`config.mk`:
```
export PLATFORM = sky130hd
export DESIGN_NAME = carry_save_adder
export DESIGN_NICKNAME = d
export VERILOG_FILES = /design/src/rtl/csa_pkg.sv /design/src/rtl/csa_full_adder.sv /design/src/rtl/carry_save_adder.sv
export SDC_FILE = /design/constraint.sdc
export NUM_CORES = 1
export LEC_CHECK = 0
export CAP_MARGIN = 0
export CORE_MARGIN = 3
export CORE_UTILIZATION = 38
export DETAILED_ROUTE_END_ITERATION = 10
export PLACE_DENSITY_LB_ADDON = 0.05
export SETUP_SLACK_MARGIN = 0.2
export SYNTH_ARGS = -nofsm -noshare
export SYNTH_HDL_FRONTEND = slang
export SYNTH_SLANG_ARGS = --single-unit
```
`constraint.sdc`:
```
create_clock -name clk -period 0.89 [get_ports clk]
set_input_delay 0.2225 -clock clk [delete_from_list [all_inputs] [get_ports clk]]
set_output_delay 0.2225 -clock clk [all_outputs]
set_load 0.02 [all_outputs]
```
`src/rtl/csa_pkg.sv`:
```
// Shared constants and the carry-resolve helper for the carry-save adder.
package csa_pkg;

  localparam int unsigned CSA_DEFAULT_WIDTH = 8;
  // Widest operand the resolve helper supports; callers zero-extend into it.
  localparam int unsigned CSA_MAX_WIDTH     = 64;

  // Resolve a sum/carry pair (carry unshifted) into its full-precision total.
  function automatic logic [CSA_MAX_WIDTH+1:0] csa_resolve(
    input logic [CSA_MAX_WIDTH-1:0] sum,
    input logic [CSA_MAX_WIDTH-1:0] carry
  );
    return {2'b0, sum} + {1'b0, carry, 1'b0};
  endfunction

endpackage

```
`src/rtl/csa_full_adder.sv`:
```
// 1-bit full adder: one column of the 3:2 compressor.
module csa_full_adder (
  input  logic a,
  input  logic b,
  input  logic c,
  output logic s,
  output logic co
);

  assign s  = a ^ b ^ c;
  assign co = (a & b) | (a & c) | (b & c);

endmodule

```
`src/rtl/carry_save_adder.sv`:
```
// Registered 3-operand carry-save adder (3:2 compressor), 1-cycle latency.
// Define CSA_FINAL_ADD_EN to add the registered resolved `total` output.
module carry_save_adder
  import csa_pkg::*;
#(
  parameter int unsigned WIDTH = CSA_DEFAULT_WIDTH
) (
  input  logic             clk,
  input  logic             rst,
  input  logic             in_valid,
  input  logic [WIDTH-1:0] a,
  input  logic [WIDTH-1:0] b,
  input  logic [WIDTH-1:0] cin,
  output logic [WIDTH-1:0] sum,
  output logic [WIDTH-1:0] carry,
  output logic             out_valid
`ifdef CSA_FINAL_ADD_EN
  ,
  output logic [WIDTH+1:0] total
`endif
);

  logic [WIDTH-1:0] s_w;
  logic [WIDTH-1:0] c_w;

  for (genvar i = 0; i < WIDTH; i++) begin : g_fa
    csa_full_adder u_fa (
      .a  (a[i]),
      .b  (b[i]),
      .c  (cin[i]),
      .s  (s_w[i]),
      .co (c_w[i])
    );
  end

  always_ff @(posedge clk or posedge rst) begin
    if (rst) begin
      sum       <= '0;
      carry     <= '0;
      out_valid <= 1'b0;
    end else begin
      out_valid <= in_valid;
      if (in_valid) begin
        sum   <= s_w;
        carry <= c_w;
      end
    end
  end

`ifdef CSA_FINAL_ADD_EN
  logic [WIDTH+1:0] total_d;

  // Resolved from the same-cycle compressed values so total shares the sum/carry stage.
  assign total_d = (WIDTH+2)'(csa_resolve(CSA_MAX_WIDTH'(s_w), CSA_MAX_WIDTH'(c_w)));

  always_ff @(posedge clk or posedge rst) begin
    if (rst) begin
      total <= '0;
    end else if (in_valid) begin
      total <= total_d;
    end
  end
`endif

endmodule

```
==> run summary, run 1 <==
residual DRC count = 0
Final period util = 119%
Overflow after GRT = 0
Max-slew headroom = 91.9%
status = finished with violations
layout cells sized above 1 = 79.4%
die area = 2810 sq um
slowest CP cell = dfrtp_1
CP Launch Type = flop
Syn-to-layout area delta = 79.1%
CTS hold repair buffers = 0
Routed WL per cell = 13.8 microns
DR vias/cell = 4.46
FF+latch count, synth = 17
first-pass GRT wire length = 3.04 mm
Max clock buf depth = 2
CP required = 670 ps
# port buffers = 43
RSZ-0062 raised after global routing = true
r2r worst-path depth = 3
commonest non-fill, non-tap cells in the layout = buf_6 (35), dfrtp_1 (17), mux2_4 (16)
CTS tree = built
via count = 598
crit-path cells = buf_6
Worst Setup End Kind = output port
Placed Instances = 120
CP bufs+invs = 1
flop2flop setup slack = -120 ps
area of the core = 2020 sq um
clk slew on worst S/H paths = 100 ps
Sum Neg Setup Slack = -3150 ps
Synth cell types = 7
worst hold path class = in -> async
Synth Warn # = 0
fin crit period = 1060 ps
Post-Route WL = 1.85 mm
die extent in y = 53.0 microns
H-tree depth = 1
row count = 16
commonest non-fill, non-tap cell in the layout = buf_6
Post-Syn Area = 838 sq um
Top Family by Delay on Critical Path = flip-flops
register area share after synthesis = 50.7%
Worst EP arrival = 840 ps
pin count of the biggest net entering global routing = 18
CP max stage delay = 410 ps
fmax = 0.941 GHz
Final setup viols = 26
Starting Density = 41.5%
antenna violations before repair = 0
non-filler cells, final = 134
post-route ant nets = 0
GPL Wtd Cong = 0.674
I/O Pins = 44
Worst R2R End = carry[6]
Worst Tran Pin Value = 121 ps
Post-Syn Nets = 79
CTS buffer count = 3
Crit Path Max Fanout = 2
Syn Inst Count = 44
gr usage total = 15.2%
Final Hold Vio Count = 0
Critical Path Start = carry[0]
drt first-iter violations = 3
die width = 53.0 microns
Setup WS post-layout = -173 ps
vias in the first global route = 691
fin util = 74.3%
Slew Viols, Final = 0
Place WS = -665 ps
worst skew pair latency = 290 ps
Total Power = 2.42 mW
CTS root buffer = clkbuf_4
failing checks = setup timing
Crit Path Class = reg -> out
VDD IR max = 889 uV
max-cap violation count = 0
HPWL reported at the end of detailed placement = 1.33 mm
Power Dens Cells = 1610 nW/um^2
Clock Skews = 0 ps
CP Depth = 1
1st-pass router iterations = 2
r2r startpoint = carry[6]
clock tree sinks = 17
ANT cells = 0
Final #Nets = 143
Static Leak = 0.734 nW
synthesized area per cell = 19.1 sq um
==> cell families after synthesis <==
group | share of synthesized area (%)
multiplexers | 26.0
flip-flops | 50.7
buffers and inverters | 4.18
adder cells (fa/ha/maj) | 19.1
==> state kept, by name (all words and copies together), names as in the netlist <==
register   flops
carry          8
out_valid      1
sum            8
==> cells in the mapped netlist, drive strengths merged <==
| cell | number | area, sq um |
|---|---|---|
| inv | 1 | 3.75 |
| dfrtp | 17 | 425 |
| buf | 2 | 31.3 |
| mux2 | 16 | 218 |
| fa | 8 | 160 |
==> metrics by stage <==
stage | hold slack, ps | area (sq um)
2_1_floorplan | 149 | 862
3_3_place_gp | 488 | 1370
3_5_place_dp | 492 | 1370
4_1_cts | 226 | 1440
5_1_grt | 232 | 1500
6_report | 234 | 1500
==> worst min-delay path: cells and delay by family <==
kind | cells | cell delay [ps]
buffers and inverters | 3 | 640
==> how the worst max path moves through the flow <==
| stage | slack, ps | to |
|---|---|---|
| final | -170 | carry[0] |
| after global routing | -210 | carry[1] |
| after CTS | -180 | sum[2] |
| after detailed placement | -670 | sum[1] |
| after global placement | -660 | sum[1] |
| after floorplan | -140 | sum[0] |
==> area by class of cell <==
type / instances / area (sq um)
timing repair buffer: 61 / 592
multi-input combinational: 24 / 420
sequential: 17 / 425
tap: 27 / 33.8
fill: 145 / 520
clock buffer: 4 / 26.3
inverter: 1 / 3.75
==> routing by layer <==
layer  part of all wire, %  global-route usage [%]  vias up
li1                      -                       -      274
met1                    41                    19.0      292
met2                    46                    24.0       30
met3                    11                    5.07        2
met4                  0.92                    6.38        0
met5                     0                       0        -
==> timing repair <==
item	in CTS	in global routing
endpoints found under the setup margin	33	33
buffers inserted	6	4
gates resized for setup	200	15
pin swaps	8	3
endpoints found under the hold margin	0	0
==> power breakdown <==
| part | internal, mW | switching [mW] | leakage (nW) | total (mW) |
|---|---|---|---|---|
| combinational | 0.654 | 0.368 | 0.520 | 1.02 |
| clock | 0.174 | 0.242 | 0.0150 | 0.416 |
| sequential | 0.893 | 0.0924 | 0.199 | 0.986 |
| total | 1.72 | 0.702 | 0.734 | 2.42 |
(Power assumes the default switching activity.)
==> run 2: changes to the inputs <==
--- a/config.mk
+++ b/config.mk
@@ -5,12 +5,14 @@
 export SDC_FILE = /design/constraint.sdc
 export NUM_CORES = 1
 export LEC_CHECK = 0
+export ABC_CLOCK_PERIOD_IN_PS = 890
 export CAP_MARGIN = 0
 export CORE_MARGIN = 3
 export CORE_UTILIZATION = 38
 export DETAILED_ROUTE_END_ITERATION = 10
 export PLACE_DENSITY_LB_ADDON = 0.05
 export SETUP_SLACK_MARGIN = 0.2
+export SLEW_MARGIN = 20
 export SYNTH_ARGS = -nofsm -noshare
 export SYNTH_HDL_FRONTEND = slang
 export SYNTH_SLANG_ARGS = --single-unit
==> results of run 2 <==
No change in the layout: final DEF, timing and power equal those of run 1.
==> run 3: changes to the inputs <==
--- a/config.mk
+++ b/config.mk
@@ -5,13 +5,13 @@
 export SDC_FILE = /design/constraint.sdc
 export NUM_CORES = 1
 export LEC_CHECK = 0
-export ABC_CLOCK_PERIOD_IN_PS = 890
+export ABC_CLOCK_PERIOD_IN_PS = 1150
 export CAP_MARGIN = 0
 export CORE_MARGIN = 3
 export CORE_UTILIZATION = 38
 export DETAILED_ROUTE_END_ITERATION = 10
 export PLACE_DENSITY_LB_ADDON = 0.05
-export SETUP_SLACK_MARGIN = 0.2
+export SETUP_SLACK_MARGIN = 0.15
 export SLEW_MARGIN = 20
 export SYNTH_ARGS = -nofsm -noshare
 export SYNTH_HDL_FRONTEND = slang
==> constraint.sdc (replaced) <==
create_clock -name clk -period 1.15 [get_ports clk]
set_input_delay 0.2875 -clock clk [delete_from_list [all_inputs] [get_ports clk]]
set_output_delay 0.2875 -clock clk [all_outputs]
set_load 0.02 [all_outputs]
==> run 3 against run 2 <==
Against the previous run:
- the run now ends clean
- register-to-register slack better by 270 ps
- critical path depth unchanged
- sequential share of layout area rose by 0.12 points
- largest power group unchanged
- worst hold slack better by 65 ps
- sequential power decreased by 23%
- non-clock buffer count unchanged
- clock power fell by 23%
- global-route usage is 0.64 points lower
- routed wire length is 0.60% lower
- worst setup slack gained 200 ps
- largest cell class unchanged
- first-iteration DRC count fell by 67%
==> run summary, run 3 (same netlist as run 1, synthesis figures left out) <==
layout cells sized above 1 = 72.9% (was 79.4%)
Syn-to-layout area delta = 78.4% (was 79.1%)
crit-path cells = buf_6 (unchanged)
fin crit period = 1130 ps
Power Dens Cells = 1250 nW/um^2 (was 1610 nW/um^2)
Int Pwr = 1.32 mW (was 1.72 mW)
die area = 2810 sq um (unchanged)
post-route ant nets = 0 (unchanged)
power share of the clock group = 17.2% (about the same)
Setup WS post-layout = 22.8 ps (was -173 ps)
H-tree depth = 1 (unchanged)
Worst Setup End Kind = output port (unchanged)
Logic pwr share = 42.0% (was 42.2%)
die extent in y = 53.0 microns (unchanged)
gr usage total = 14.6% (was 15.2%)
CP bufs+invs = 1 (unchanged)
Routed WL per cell = 13.7 microns (was 13.8 microns)
fin util = 73.9% (was 74.3%)
RSZ-0062 raised after global routing = true (unchanged)
Overflow after GRT = 0 (unchanged)
# port buffers = 43 (unchanged)
HPWL reported at the end of detailed placement = 1.32 mm (was 1.33 mm)
Crit Path Class = reg -> out (unchanged)
Max clock buf depth = 2 (unchanged)
Final setup viols = 0 (was 26)
1st-pass router iterations = 2 (unchanged)
VDD IR max = 880 uV (was 889 uV)
pin count of the biggest net entering global routing = 18 (unchanged)
Final period util = 98.0%
Seq pwr share = 40.8% (was 40.7%)
commonest non-fill, non-tap cells in the layout = buf_6 (25), dfrtp_1 (17), mux2_4 (15) (was buf_6 (35), dfrtp_1 (17), mux2_4 (16))
Worst R2R End = carry[1] (was carry[6])
GR Layer Usage met3 = 5.35% (was 5.07%)
Final #Nets = 143 (unchanged)
via count = 576 (was 598)
DR vias/cell = 4.30 (was 4.46)
Slew Viols, Final = 0 (unchanged)
CP max stage delay = 420 ps (was 410 ps)
Final Hold Vio Count = 0 (unchanged)
residual DRC count = 0 (unchanged)
Crit Path Max Fanout = 2 (unchanged)
met1 usage = 19.2% (was 19.0%)
CTS tree = built (unchanged)
Starting Density = 41.5% (unchanged)
Max-slew headroom = 92.1% (was 91.9%)
Top Family by Delay on Critical Path = flip-flops (unchanged)
slowest CP cell = dfrtp_1 (unchanged)
GPL Wtd Cong = 0.674 (about the same)
first-pass GRT wire length = 2.89 mm (was 3.04 mm)
Most Crowded Layer GR = met2 (unchanged)
CTS buffer count = 3 (unchanged)
die width = 53.0 microns (unchanged)
worst hold path class = in -> async (unchanged)
Sum Neg Setup Slack = 0 ps (was -3150 ps)
I/O Pins = 44 (unchanged)
Worst Tran Pin Value = 119 ps (was 121 ps)
clock tree sinks = 17 (unchanged)
drt first-iter violations = 1 (was 3)
largest registers = carry (8), sum (8), out_valid (1) (unchanged)
CTS root buffer = clkbuf_4 (unchanged)
status = complete, no violations (was finished with violations)
Psw = 0.549 mW (was 0.702 mW)
Worst EP arrival = 840 ps (about the same)
clk slew on worst S/H paths = 100 ps (about the same)
CP Launch Type = flop (unchanged)
commonest non-fill, non-tap cell in the layout = buf_6 (unchanged)
CP required = 860 ps (was 670 ps)
vias in the first global route = 633 (was 691)
Post-Route WL = 1.84 mm (was 1.85 mm)
fmax = 0.887 GHz
Clock Skews = 0 ps (unchanged)
row count = 16 (unchanged)
Static Leak = 0.721 nW (was 0.734 nW)
antenna violations before repair = 0 (unchanged)
Net Sw Frac = 29.4% (was 29.0%)
flop2flop setup slack = 150 ps (was -120 ps)
area of the core = 2020 sq um (unchanged)
Total Power = 1.87 mW (was 2.42 mW)
r2r startpoint = carry[1] (was carry[6])
Place WS = -473 ps (was -665 ps)
ANT cells = 0 (unchanged)
GR met2 Demand/Resource = 22.5% (was 24.0%)
r2r worst-path depth = 3 (unchanged)
worst skew pair latency = 280 ps (was 290 ps)
max-cap violation count = 0 (unchanged)
## run 3: cell types whose count changed in the layout (fill, tap and decap cells not counted), moves of 2 or more
cell / change
clkdlybuf4s15_2: +3
clkdlybuf4s15_1: +6
dlygate4sd2_1: +2
buf_6: -10
buf_2: -2
## run 3: through the flow
| stage | cell area, sq um | hold WS, ps | std cells |
|---|---|---|---|
| finish | 1500 | 299 | 134 |
| global route | 1500 | 296 | 134 |
| CTS | 1470 | 298 | 129 |
| detailed placement | 1370 | 497 | 120 |
| global placement | 1370 | 488 | 120 |
| floorplan | 862 | 214 | 44 |
## run 3: routing by layer
layer  vias to the layer above  part of all wire, %  wire [microns]
met5                         -                    0               0
met4                         0                    0               0
met3                         0                   11             198
met2                        28                   46             839
met1                       277                   43             798
li1                        271                    -               -
## run 3: cell type report
| class | count | area [sq um] |
|---|---|---|
| multi-input cells | 24 | 417 |
| fillers | 150 | 527 |
| clock inverters | 1 | 5.00 |
| flip-flops and latches | 17 | 425 |
| well taps | 27 | 33.8 |
| repair buffers | 61 | 588 |
| inverters | 1 | 3.75 |
| clock buffers | 3 | 22.5 |
## run 3: power groups by stage
| stage | logic (mW) | clock network (mW) | registers [mW] |
|---|---|---|---|
| final | 0.784 | 0.322 | 0.761 |
| after global routing | 0.848 | 0.362 | 0.770 |
| after CTS | 0.746 | 0.332 | 0.760 |
| after detailed placement | 0.673 | 0 | 0.751 |
| after global placement | 0.662 | 0 | 0.748 |
| after floorplan | 0.180 | 0 | 0.866 |
## run 3: how the worst max path moves through the flow
stage             start        to  slack [ps]  cells after the start
2_1_floorplan      a[0]    sum[0]          60                      2
3_3_place_gp       b[1]    sum[1]        -460                      3
3_5_place_dp       b[4]    sum[4]        -470                      3
4_1_cts          sum[2]    sum[2]          10                      1
5_1_grt          sum[2]    sum[2]         -20                      1
6_report       carry[1]  carry[1]          20                      1
## run 3: timing repair
action                                  4_1_cts  5_1_grt
hold buffers                                  0        0
resized for setup                           178        5
endpoints found under the setup margin       33       22
hold endpoints to repair                      0        0
buffers inserted                              5        5
pin swaps                                     8        2
